===== config.mk =====
export PLATFORM = sky130hd
export DESIGN_NAME = pc_fetch_sequencer
export DESIGN_NICKNAME = d
export VERILOG_FILES = /design/src/rtl/pc_fetch_sequencer_pkg.sv /design/src/rtl/pc_fetch_sequencer_next_pc_calc.sv /design/src/rtl/pc_fetch_sequencer.sv
export SDC_FILE = /design/constraint.sdc
export NUM_CORES = 1
export LEC_CHECK = 0
export BUFFER_PORTS_ARGS = -buffer_cell sky130_fd_sc_hd__buf_4
export CAP_MARGIN = 40
export CELL_PAD_IN_SITES_DETAIL_PLACEMENT = 0
export CELL_PAD_IN_SITES_GLOBAL_PLACEMENT = 1
export CORE_ASPECT_RATIO = 0.5
export CORE_MARGIN = 4
export CORE_UTILIZATION = 36
export CTS_BUF_LIST = sky130_fd_sc_hd__clkbuf_8
export CTS_CLUSTER_DIAMETER = 200
export DETAILED_ROUTE_END_ITERATION = 8
export PLACE_DENSITY_LB_ADDON = 0.1
export SYNTH_ARGS = -nofsm -noshare
export SYNTH_HDL_FRONTEND = slang
export SYNTH_HIERARCHICAL = 1
export SYNTH_SLANG_ARGS = --single-unit

===== constraint.sdc =====
create_clock -name CLK -period 4.07 [get_ports CLK]
set_clock_uncertainty 0.2 [all_clocks]
set_input_delay 0.814 -clock CLK [delete_from_list [all_inputs] [get_ports CLK]]
set_output_delay 0.814 -clock CLK [all_outputs]
set_load 0.03 [all_outputs]

===== src/rtl/pc_fetch_sequencer_pkg.sv =====
// Shared definitions for the LEGv8 multicycle fetch/branch controller.
//   state_t   - controller state encoding (IDLE, FETCH, EXEC, HALT, FAULT)
//   PC_STEP   - sequential PC increment (one 32-bit instruction word)
//   BR_SHIFT  - word-offset to byte-offset shift applied to branch immediates
package pc_fetch_sequencer_pkg;

    typedef enum logic [2:0] {
        ST_IDLE  = 3'd0,
        ST_FETCH = 3'd1,
        ST_EXEC  = 3'd2,
        ST_HALT  = 3'd3,
        ST_FAULT = 3'd4
    } state_t;

    localparam logic [63:0] PC_STEP  = 64'd4;
    localparam int          BR_SHIFT = 2;

endpackage


===== src/rtl/pc_fetch_sequencer_next_pc_calc.sv =====
// next_pc_calc: combinational next-PC rule shared with the single-cycle datapath.
//   CurrentPC     in   64  architectural PC
//   SignExtImm64  in   64  sign-extended word offset
//   Branch        in   1   conditional branch (CBZ)
//   ALUZero       in   1   ALU zero flag
//   Uncondbranch  in   1   unconditional branch (B)
//   NextPC        out  64  CurrentPC + 4, or CurrentPC + (SignExtImm64 << 2) when taken
module next_pc_calc
    import pc_fetch_sequencer_pkg::*;
(
    input  logic [63:0] CurrentPC,
    input  logic [63:0] SignExtImm64,
    input  logic        Branch,
    input  logic        ALUZero,
    input  logic        Uncondbranch,
    output logic [63:0] NextPC
);

    logic        take;
    logic [63:0] br_offset;

    // NOTE: every signal assigned in always_comb gets a value on every path,
    // otherwise synthesis infers a latch to hold the old value.
    always_comb begin
        take      = Uncondbranch | (Branch & ALUZero);
        // Bits [63:62] of the immediate fall off the top; the sum wraps mod 2^64.
        br_offset = SignExtImm64 << BR_SHIFT;
        NextPC    = take ? (CurrentPC + br_offset) : (CurrentPC + PC_STEP);
    end

endmodule


===== src/rtl/pc_fetch_sequencer.sv =====
// pc_fetch_sequencer: multicycle fetch/branch controller owning the LEGv8 PC.
//   CLK           in   1      clock, rising edge
//   Reset         in   1      synchronous reset, active-high
//   Start         in   1      leave IDLE and begin fetching at CurrentPC
//   IMemReq       out  1      fetch request, address = CurrentPC
//   IMemAck       in   1      fetch complete, IMemData valid
//   IMemData      in   32     fetched instruction word
//   Instruction   out  32     latched instruction
//   InstrValid    out  1      one-cycle pulse when Instruction is newly latched
//   ExecDone      in   1      execute finished, branch inputs valid
//   Branch        in   1      conditional branch (CBZ)
//   ALUZero       in   1      ALU zero flag
//   Uncondbranch  in   1      unconditional branch (B)
//   SignExtImm64  in   64     sign-extended word offset
//   Halt          in   1      with ExecDone: stop after this instruction
//   CurrentPC     out  64     architectural PC
//   RetiredCount  out  CNT_W  completed instructions, wraps
//   Busy          out  1      high in FETCH or EXEC
//   Fault         out  1      fetch timeout, sticky until Reset
module pc_fetch_sequencer
    import pc_fetch_sequencer_pkg::*;
#(
    parameter logic [63:0] RESET_PC = 64'h0,
    parameter int          MAX_WAIT = 16,
    parameter int          CNT_W    = 32
) (
    input  logic             CLK,
    input  logic             Reset,
    input  logic             Start,
    output logic             IMemReq,
    input  logic             IMemAck,
    input  logic [31:0]      IMemData,
    output logic [31:0]      Instruction,
    output logic             InstrValid,
    input  logic             ExecDone,
    input  logic             Branch,
    input  logic             ALUZero,
    input  logic             Uncondbranch,
    input  logic [63:0]      SignExtImm64,
    input  logic             Halt,
    output logic [63:0]      CurrentPC,
    output logic [CNT_W-1:0] RetiredCount,
    output logic             Busy,
    output logic             Fault
);

    localparam int                WAIT_W    = $clog2(MAX_WAIT + 1);
    // Counter value seen on the MAX_WAITth consecutive FETCH cycle without ack.
    localparam logic [WAIT_W-1:0] WAIT_LAST = WAIT_W'(MAX_WAIT - 1);

    state_t            state;
    logic [WAIT_W-1:0] wait_cnt;
    logic [63:0]       next_pc;

    next_pc_calc u_next_pc_calc (
        .CurrentPC    (CurrentPC),
        .SignExtImm64 (SignExtImm64),
        .Branch       (Branch),
        .ALUZero      (ALUZero),
        .Uncondbranch (Uncondbranch),
        .NextPC       (next_pc)
    );

    // NOTE: state registers use non-blocking assignments so every register
    // samples pre-edge values, independent of statement order.
    always_ff @(posedge CLK) begin
        // NOTE: reset is synchronous and clears every register here; there is
        // no memory array, so nothing is left to come up undefined.
        if (Reset) begin
            state        <= ST_IDLE;
            CurrentPC    <= RESET_PC;
            IMemReq      <= 1'b0;
            Instruction  <= '0;
            InstrValid   <= 1'b0;
            RetiredCount <= '0;
            Busy         <= 1'b0;
            Fault        <= 1'b0;
            wait_cnt     <= '0;
        end else begin
            // Pulse output: only the ack cycle below raises it for one cycle.
            InstrValid <= 1'b0;

            case (state)
                ST_IDLE: begin
                    if (Start) begin
                        state    <= ST_FETCH;
                        IMemReq  <= 1'b1;
                        Busy     <= 1'b1;
                        wait_cnt <= '0;
                    end
                end

                ST_FETCH: begin
                    // Ack is checked first, so an ack on the last allowed
                    // cycle is accepted rather than faulting.
                    if (IMemAck) begin
                        Instruction <= IMemData;
                        InstrValid  <= 1'b1;
                        IMemReq     <= 1'b0;
                        state       <= ST_EXEC;
                    end else if (wait_cnt == WAIT_LAST) begin
                        state   <= ST_FAULT;
                        Fault   <= 1'b1;
                        IMemReq <= 1'b0;
                        Busy    <= 1'b0;
                    end else begin
                        wait_cnt <= wait_cnt + WAIT_W'(1);
                    end
                end

                ST_EXEC: begin
                    if (ExecDone) begin
                        RetiredCount <= RetiredCount + CNT_W'(1);
                        if (Halt) begin
                            // The halting instruction retires but leaves PC on itself.
                            state <= ST_HALT;
                            Busy  <= 1'b0;
                        end else begin
                            CurrentPC <= next_pc;
                            state     <= ST_FETCH;
                            IMemReq   <= 1'b1;
                            wait_cnt  <= '0;
                        end
                    end
                end

                // HALT and FAULT are terminal; only Reset leaves them.
                ST_HALT, ST_FAULT: ;
                default: ;
            endcase
        end
    end

endmodule


==> flow_metrics.tcl, run 1 <==
set metrics [dict create \
    status "finished clean" \
    vias 10300 \
    finalSetupViolCount 0 \
    postCtsSetupBuffers 0 \
    worstSetupEndpointType "flip-flop" \
    die_y_um 123.9 \
    cts_tree "built" \
    antennaDiodeCount 0 \
    cts.sinks 140 \
    crit_fanout 29 \
    syn2layout_area_growth_pct 37.86 \
    core_area_sq_mm 0.02643 \
    multiInputGateArea_sq_mm 0.006499 \
    fillers 2693 \
    start_util_pct 36.58 \
    die_area_sq_mm 0.02970 \
    grt_setup_unrepaired "false" \
    yosysUniqueCellTypes 71 \
    postCtsResizedCells 0 \
    grt_pass1_vias 10220 \
    fin_crit_sh_pct 93.48 \
    root_buffer "clkbuf_8" \
    p_sw_w 0.0009766 \
    dr.max_layer_used "met4" \
    met2_length_um 15170 \
    reg2reg_to "CurrentPC[42]" \
    cap_violations 0 \
    hold_buffers 0 \
    clk_pin_slew_ns 0.09 \
    pin_count 237 \
    worstHoldPathCells 2 \
    grt_first_pass_wirelength_um 50200 \
    clkPwrFrac_pct 37.9 \
    max_slew_margin_pct 44.27 \
    ys_seq_area_share_pct 28.99 \
    synth_seq_cells 140 \
    antenna_found_initial 0 \
    layout.nets 1819 \
    drive_above_1_share_pct 28.12 \
    syn_area_per_cell_sq_um 7.409 \
    hpwl_um 23910 \
    yosys_warnings 6 \
    synthCells 1305 \
    grt.total_usage_pct 20.83 \
    startpoint_type "input port" \
    drt-total-wl_um 31090 \
    cts.path.max_buffers 2 \
    drt-pass1-iter-count 7 \
    hold_class "reg2reg" \
    drc 0 \
    ys_async_sr_fraction_pct 0 \
    syn_area_sq_mm 0.009669 \
    powerDensity_mw_per_mm2 243.9 \
    ff2ff_setup_slack_ns 0.80 \
    min-delay-start "Instruction[27]" \
    swShare_pct 30.04 \
    drtIter0Drc 461 \
    met1_length_um 14020 \
    ant_nets 0 \
    synth_ff_type "dfxtp_1" \
    cts_buffers 17 \
    die_w_um 239.8 \
    gp_congestion 0.8994 \
    clkLatencyLatePin_ns 0.49 \
    r2r_start "CurrentPC[2]" \
    max_freq_ghz 0.2628 \
    hold-worst-slack_ns 0.2581 \
    layout_common_cells "buf_4 (391), nand2_1 (260), a21oi_1 (201), dfxtp_1 (140), nor2b_1 (79)" \
    hold_viol_final 0 \
    grt_overflow 0 \
    final_common_cell "buf_4" \
    port_buffers 234 \
    synth_area_leaders "dfxtp_1 (29%), a21oi_1 (10%), nand2_1 (10%)" \
    wl_met3_um 1352 \
    cts_htree_levels 4 \
    rows 42 \
    yosysTopAreaCell "dfxtp_1" \
    power_frac_comb_pct 18.6 \
    ir_drop_uv 173.4 \
    period_minus_slack_ns 3.805 \
    min_delay_worst_endpoint "Instruction[27]" \
    tightest_slew_ns 0.8340 \
    synth_fp_nets 1476 \
    synth-edff-count 0 \
    viasPerCell 5.117 \
    arrival_ns 4.03 \
    leakagePower_nw 5.856 \
    path_class "in2reg" \
    yosysTopAreaCellShare_pct 28.99 \
    cp_data_required_time_ns 4.30 \
    wl_per_cell_um 15.45 \
    grt_max_degree 65 \
    rr_worst_depth 14 \
    final-seq-area_sq_mm 0.002803 \
    power_w 0.003251 \
    seq_power_share_pct 43.5 \
    power.internal_w 0.002274 \
    slew_violations 0 \
]
-- logic make-up (layout without fill, tap and decap cells) --
logic type / Yosys count / count (layout) / share of synthesized area (%)
buffers and inverters: 94 / 450 / 4.024
AO/OA/AOI/OAI: 368 / 368 / 22.83
adder cells (fa/ha/maj): 66 / 66 / 8.618
flip-flops: 140 / 140 / 28.99
XOR/XNOR: 66 / 66 / 5.978
AND/OR/NAND/NOR: 561 / 561 / 28.40
multiplexers: 10 / 10 / 1.165
-- cell usage after synthesis (4+ instances only) --
cell,count
a211oi_1,4
a21o_1,35
a21oi_1,202
a21oi_2,4
a311oi_1,5
a31oi_1,9
and3_1,10
and4_1,6
buf_2,13
clkbuf_1,56
dfxtp_1,140
ha_1,65
inv_1,19
mux2_2,10
nand2_1,260
nand2b_1,13
nand3_1,21
nand4_1,33
nor2_1,67
nor2b_1,79
nor3_1,12
nor4_1,15
o211ai_1,8
o21a_1,7
o21ai_0,38
o21ai_1,8
o21bai_1,13
o31ai_1,13
or3_1,8
or4_1,11
xnor2_1,40
xor2_1,26
-- per-stage QoR --
stage | instance area, sq um | worst slack [ns] | utilization (%) | TNS, ns | instances
after floorplan | 9671 | 0.006341 | - | 0 | 1305
after global placement | 12870 | -0.2472 | 48.68 | -1.731 | 1979
after detailed placement | 12920 | -0.2205 | 48.86 | -2.053 | 1981
after CTS | 13330 | 0.3001 | 50.43 | 0 | 2013
after global routing | 13330 | 0.02315 | 50.43 | 0 | 2013
final | 13330 | 0.2653 | 50.43 | 0 | 2013
-- flip-flops by register name (all words and copies together) (netlist names) --
signal / count
CurrentPC: 64
RetiredCount: 32
Instruction: 32
wait_cnt: 5
IMemReq: 1
InstrValid: 1
Busy: 1
Fault: 1
state: 3
-- power groups by stage --
stage	Clock [W]	Combinational [W]	Sequential (W)
2_1_floorplan	0	0.000287	0.00149
3_3_place_gp	0	0.000592	0.00145
3_5_place_dp	0	0.000604	0.00145
4_1_cts	0.00129	0.000608	0.00142
5_1_grt	0.00135	0.000661	0.00142
6_report	0.00123	0.000603	0.00142
-- worst max-delay path, stage by stage --
cell and delay, ns:
buf_4 0.12, a21oi_4 0.15, buf_12 0.16, buf_12 0.19
nor2b_1 0.07, ha_1 0.30, nand4_1 0.18, nor4_2 0.37
buf_4 0.19, and3_1 0.16, o311ai_1 0.09, o211ai_1 0.22
nor3b_4 0.10, o31ai_4 0.29, nor4b_1 0.09, a311oi_1 0.27
nand2_1 0.08, a21oi_1 0.13
-- layer usage --
| metal | global-route usage (%) | up-vias |
|---|---|---|
| met5 | 0 | - |
| met4 | 5.723 | 0 |
| met3 | 4.823 | 32 |
| met2 | 36.65 | 154 |
| met1 | 25.88 | 4822 |
| li1 | - | 5293 |
-- cell type report --
| type | count | area share [%] |
|---|---|---|
| inverters | 19 | 0.5350 |
| well taps | 352 | 3.304 |
| repair buffers | 399 | 23.28 |
| multi-input cells | 1071 | 48.75 |
| clock buffers | 19 | 1.962 |
| flip-flops and latches | 140 | 21.02 |
| clock inverters | 13 | 1.145 |
-- worst max path at each step --
stage                     cells past startpoint  slack (ns)             to   start
after floorplan                              17       0.006  CurrentPC[42]  Branch
after global placement                       18       -0.25  CurrentPC[62]  Branch
after detailed placement                     18       -0.22  CurrentPC[62]  Branch
after CTS                                    18        0.30  CurrentPC[62]  Branch
after global routing                         18        0.02  CurrentPC[62]  Branch
final                                        18        0.27  CurrentPC[62]  Branch
(Power assumes the default switching activity.)
==> inputs of run 2 (changes only) <==
- RECOVER_POWER: default -> 50
==> run 2 against run 1 <==
Net effect:
- clock power hardly changed
- via count shrank 0.13%
- first-iteration DRC count is 2.8% lower
- fmax hardly changed
- register-to-register slack about the same
- die area unchanged
- wire length increased by 0.36%
- global-route usage is the same
- non-clock buffer count is the same
- critical path type unchanged
- largest cell class unchanged
- largest power group unchanged
==> flow_metrics.tcl, run 2 (synthesis gave the netlist of run 1 again) <==
set metrics [dict create \
    status "finished clean" \
    hold_buffers 0 \
    worstSetupEndpointType "flip-flop" \
    hold_class "reg2reg" \
    grt.total_usage_pct 20.83 \
    drt-total-wl_um 31200 \
    power_frac_comb_pct 18.1 \
    viasPerCell 5.111 \
    antennaDiodeCount 0 \
    tightest_slew_ns 0.8359 \
    slew_violations 0 \
    top_regs "CurrentPC (64), Instruction (32), RetiredCount (32)" \
    cts.path.max_buffers 2 \
    postCtsSetupBuffers 0 \
    layoutNonFillerInstCount 2013 \
    ant_nets 0 \
    vias 10290 \
    r2r_start "CurrentPC[2]" \
    clkLatencyLatePin_ns 0.50 \
    core_area_sq_mm 0.02643 \
    grt_first_pass_wirelength_um 50200 \
    seq_power_share_pct 43.7 \
    period_minus_slack_ns 3.802 \
    p_sw_w 0.0009800 \
    crit_fanout 29 \
    antenna_found_initial 0 \
    root_buffer "clkbuf_8" \
    place_ws_ns -0.2205 \
    max_slew_margin_pct 44.14 \
    arrival_ns 4.03 \
    min-delay-start "Instruction[27]" \
    grt_pass1_vias 10220 \
    hpwl_um 23910 \
    grt_setup_unrepaired "false" \
    worstSetupStartpoint "Branch" \
    wl_per_cell_um 15.50 \
    drtIter0Drc 448 \
    layout.nets 1819 \
    cap_violations 0 \
    drt-pass1-iter-count 5 \
    clkPwrFrac_pct 38.2 \
    drive_above_1_share_pct 21.07 \
    ir_drop_uv 174.4 \
    layout_common_cells "buf_4 (274), nand2_1 (260), a21oi_1 (201), dfxtp_1 (140), clkbuf_1 (117)" \
    max_freq_ghz 0.2630 \
    cp_data_required_time_ns 4.30 \
    fin_ws_ns 0.2681 \
    drc 0 \
    dp_cells 1981 \
    cts_tree "built" \
    fin_crit_sh_pct 93.41 \
    post-route-util_pct 48.77 \
    cts_buffers 17 \
    cts_htree_levels 4 \
    powerDensity_mw_per_mm2 251.0 \
    clk_pin_slew_ns 0.09 \
    largest_reg_flops 64 \
    fillers 2788 \
    start_util_pct 36.58 \
    port_buffers 234 \
    pin_count 237 \
    power.internal_w 0.002255 \
    die_w_um 239.8 \
    die_area_sq_mm 0.02970 \
    postCtsResizedCells 0 \
    swShare_pct 30.29 \
    largest-register "CurrentPC" \
    path_class "in2reg" \
    final_common_cell "buf_4" \
    gp_congestion 0.8994 \
    leakagePower_nw 5.359 \
    cts.sinks 140 \
    rows 42 \
    grt_overflow 0 \
    finalSetupViolCount 0 \
    hold_viol_final 0 \
    startpoint_type "input port" \
    grt_max_degree 65 \
    die_y_um 123.9 \
    syn2layout_area_growth_pct 33.32 \
]
[run 2: worst paths after layout]
kind,end,slack [ns],cells after the start
setup / recovery,CurrentPC[62],0.27,18
hold / removal,Instruction[27],0.26,2
setup reg to reg,CurrentPC[42],0.81,14
hold reg to reg,Instruction[27],0.26,2
[run 2: cell type report]
class,count,area [sq um],area share [%]
Sequential cell,140,2803,21.74
Timing Repair Buffer,399,2664,20.66
Tap cell,352,440.4,3.416
Inverter,19,71.32,0.5532
Multi-Input combinational cell,1071,6499,50.41
Clock buffer,19,261.5,2.029
Clock inverter,13,152.6,1.184
[run 2: power groups by stage]
| stage | registers (W) | logic (W) | clock network (W) |
|---|---|---|---|
| after floorplan | 0.00149 | 0.000287 | 0 |
| after global placement | 0.00145 | 0.000592 | 0 |
| after detailed placement | 0.00145 | 0.000604 | 0 |
| after CTS | 0.00142 | 0.000608 | 0.00129 |
| after global routing | 0.00142 | 0.000642 | 0.00135 |
| final | 0.00142 | 0.000586 | 0.00123 |
[run 2: routing by layer]
| metal | global-route usage [%] | share of wire [%] |
|---|---|---|
| met3 | 4.823 | 4.3 |
| met2 | 36.65 | 48 |
| met4 | 5.723 | 1.7 |
| met1 | 25.88 | 46 |
| met5 | 0 | 0 |
[run 2: metrics by stage]
stage / cell area [sq um] / hold slack, ns / total power, W / TNS, ns
global route: 12890 / 0.2792 / 0.003408 / 0
CTS: 13330 / 0.2598 / 0.003312 / 0
global placement: 12870 / 0.2425 / 0.002038 / -1.731
floorplan: 9671 / 0.2269 / 0.001774 / 0
finish: 12890 / 0.2566 / 0.003235 / 0
detailed placement: 12920 / 0.2469 / 0.002052 / -2.053
[run 2: critical path: stages]
cell      delay, ns
buf_4          0.12
a21oi_4        0.15
buf_12         0.16
buf_12         0.19
nor2b_1        0.07
ha_1           0.30
nand4_1        0.18
nor4_2         0.37
buf_4          0.19
and3_1         0.16
o311ai_1       0.09
o211ai_1       0.23
nor3b_4        0.10
o31ai_4        0.29
nor4b_1        0.09
a311oi_1       0.27
nand2_1        0.08
a21oi_1        0.12
==> inputs of run 3 (changes only) <==
- SYNTH_HIERARCHICAL: 1 -> default
==> run 3 against run 2 <==
Net effect:
- the run now ends with max-capacitance violations, max-slew violations left
- sequential share of layout area is 0.60 points higher
- highest routed layer unchanged
- fmax fell by 6.2%
- power decreased by 3.8%
- wire length is 3.8% lower
- synthesized cell count is 8.4% lower
==> flow_metrics.tcl, run 3 <==
set metrics [dict create \
    hold_viol_final 0 \
    cts.path.max_buffers 2 \
    wl_per_cell_um 15.80 \
    hpwl_um 22700 \
    pin_count 237 \
    yosys_warnings 0 \
    ys_async_sr_fraction_pct 0 \
    tightest_slew_ns 2.083 \
    yosysTopAreaCell "dfxtp_1" \
    grt_pass1_vias 9416 \
    drc 0 \
    top_regs "CurrentPC (62), Instruction (32), RetiredCount (32)" \
    rr_worst_depth 13 \
    synth_area_leaders "dfxtp_1 (31%), ha_1 (8.9%), nand2_1 (8.8%)" \
    rows 40 \
    syn_area_per_cell_sq_um 7.560 \
    grt.total_usage_pct 20.73 \
    ir_drop_uv 240.8 \
    status "finished, violations left" \
    reg2reg_to "CurrentPC[63]" \
    slew_violations 39 \
    post-route-util_pct 50.83 \
    grt_first_pass_wirelength_um 47510 \
    cap_violations 1 \
    die_area_sq_mm 0.02785 \
    die_y_um 120.0 \
    drt-pass1-iter-count 5 \
    largest-register "CurrentPC" \
    r2r_start "CurrentPC[3]" \
    netlist_top_cells_count "nand2_1 (212), a21oi_1 (158), dfxtp_1 (138)" \
    startpoint_type "input port" \
    cp_data_required_time_ns 4.23 \
    ff2ff_setup_slack_ns 0.62 \
    die_w_um 232.0 \
    cts_buffers 17 \
    clk_pin_slew_ns 0.08 \
    max_slew_margin_pct -38.84 \
    powerDensity_mw_per_mm2 251.8 \
    hold_class "reg2reg" \
    period_minus_slack_ns 4.054 \
    root_buffer "clkbuf_8" \
    arrival_ns 4.22 \
    synth_ff_type "dfxtp_1" \
    drtIter0Drc 388 \
    yosysUniqueCellTypes 70 \
    hold-worst-slack_ns 0.2567 \
    start_util_pct 37.14 \
    yosysTopAreaCellShare_pct 30.58 \
    fin_crit_sh_pct 99.62 \
    viasPerCell 5.048 \
    final_common_cell "buf_4" \
    leakagePower_nw 5.636 \
    crit_fanout 8 \
    fin_ws_ns 0.01563 \
    ant_nets 0 \
    place_ws_ns -0.4730 \
    drive_above_1_share_pct 23.45 \
    max_freq_ghz 0.2466 \
    hold_buffers 0 \
    vias 9597 \
    min-delay-start "Instruction[29]" \
    grt_overflow 0 \
    port_buffers 232 \
    ys_seq_area_share_pct 30.58 \
    path_class "in2reg" \
    drt-total-wl_um 30030 \
    min_delay_worst_endpoint "Instruction[29]" \
    layout.nets 1723 \
    power_w 0.003114 \
    worstSetupEndpointType "flip-flop" \
    synth_seq_cells 138 \
    finalSetupViolCount 0 \
    grt_setup_unrepaired "true" \
    yosys.cell_count.top_type "nand2_1" \
    worstHoldPathCells 2 \
    antennaDiodeCount 0 \
    antenna_found_initial 0 \
    gp_congestion 0.8708 \
    syn_area_sq_mm 0.009034 \
    cts_htree_levels 4 \
    synth-edff-count 0 \
    violations "max-capacitance violations, max-slew violations" \
    clkLatencyLatePin_ns 0.48 \
    layout_common_cells "buf_4 (292), nand2_1 (212), a21oi_1 (155), dfxtp_1 (138), clkbuf_1 (106)" \
    largest_reg_flops 62 \
    cts.sinks 138 \
    syn2layout_area_growth_pct 36.87 \
    cts_tree "built" \
    synthCells 1195 \
    core_area_sq_mm 0.02432 \
    grt_max_degree 53 \
]
[run 3: cell types whose count changed in the layout (fill, tap and decap cells not counted), moves of 11 or more]
cell and delta:
nand2_1 -48, nor2b_1 -11, nor4_1 -15, xor2_1 +15
nand3_1 +11, buf_4 +18, nor2_1 +19, clkbuf_1 -11
a21oi_1 -46, a21o_1 +13, o31ai_1 -12
[run 3: critical path: stages]
cell	delay, ns
buf_4	0.12
a21oi_4	0.19
buf_12	0.16
buf_8	0.13
nor2b_1	0.05
ha_1	0.35
o21a_1	0.20
o21ai_1	0.13
a31oi_1	0.09
or4b_4	0.55
a31oi_1	0.16
buf_4	0.15
a21o_4	0.13
nor2_4	0.03
a41o_1	0.25
o21ai_2	0.16
mux2i_1	0.22
mux2_1	0.33
[run 3: how the worst max path moves through the flow]
stage                     to  depth (start not counted)  slack, ns     from
2_1_floorplan  CurrentPC[63]                         16      -0.05  ALUZero
3_3_place_gp   CurrentPC[60]                         18      -0.44  ALUZero
3_5_place_dp   CurrentPC[63]                         17      -0.47  ALUZero
4_1_cts        CurrentPC[63]                         17       0.03  ALUZero
5_1_grt        CurrentPC[63]                         18      -0.08   Branch
6_report       CurrentPC[63]                         18       0.02   Branch
[run 3: per-layer routing]
layer / global-route usage, % / up-vias / share of wire, %
met3: 4.459 / 25 / 4.0
met5: 0 / - / 0
met1: 26.67 / 4510 / 46
met4: 5.259 / 0 / 1.5
met2: 35.51 / 164 / 48
li1: - / 4898 / -
[run 3: area by class of cell]
cell class,instances,area (sq um)
Fill cell,2528,11960
Multi-Input combinational cell,972,6030
Sequential cell,138,2763
Timing Repair Buffer,405,2710
Tap cell,336,420.4
Clock buffer,17,234.0
Clock inverter,14,136.4
Inverter,19,71.32
[run 3: metrics by stage]
stage	instances	cell area, sq um	setup TNS [ns]
3_5_place_dp	1863	12220	-6.994
3_3_place_gp	1862	12200	-6.019
4_1_cts	1894	12590	0
2_1_floorplan	1196	9110	-0.1005
5_1_grt	1901	12360	-0.2862
6_report	1901	12360	0
[run 3: power by group]
group / switching [W] / internal (W)
sequential: 0.0000197 / 0.00138
combinational: 0.000331 / 0.000258
clock: 0.000635 / 0.000492
total: 0.000985 / 0.00213
[run 3: what timing repair did]
action                     4_1_cts  5_1_grt
setup endpoints to repair        0        8
buffers inserted                 0        6
resized for setup                0       20
[run 3: logic make-up after synthesis]
| group | Yosys count | share of synthesized area (%) |
|---|---|---|
| multiplexers | 5 | 0.5679 |
| AND/OR/NAND/NOR | 494 | 25.75 |
| AO/OA/AOI/OAI | 328 | 22.38 |
| adder cells (fa/ha/maj) | 65 | 9.086 |
| other | 1 | 0.04151 |
| flip-flops | 138 | 30.58 |
| buffers and inverters | 86 | 4.030 |
| XOR/XNOR | 78 | 7.562 |
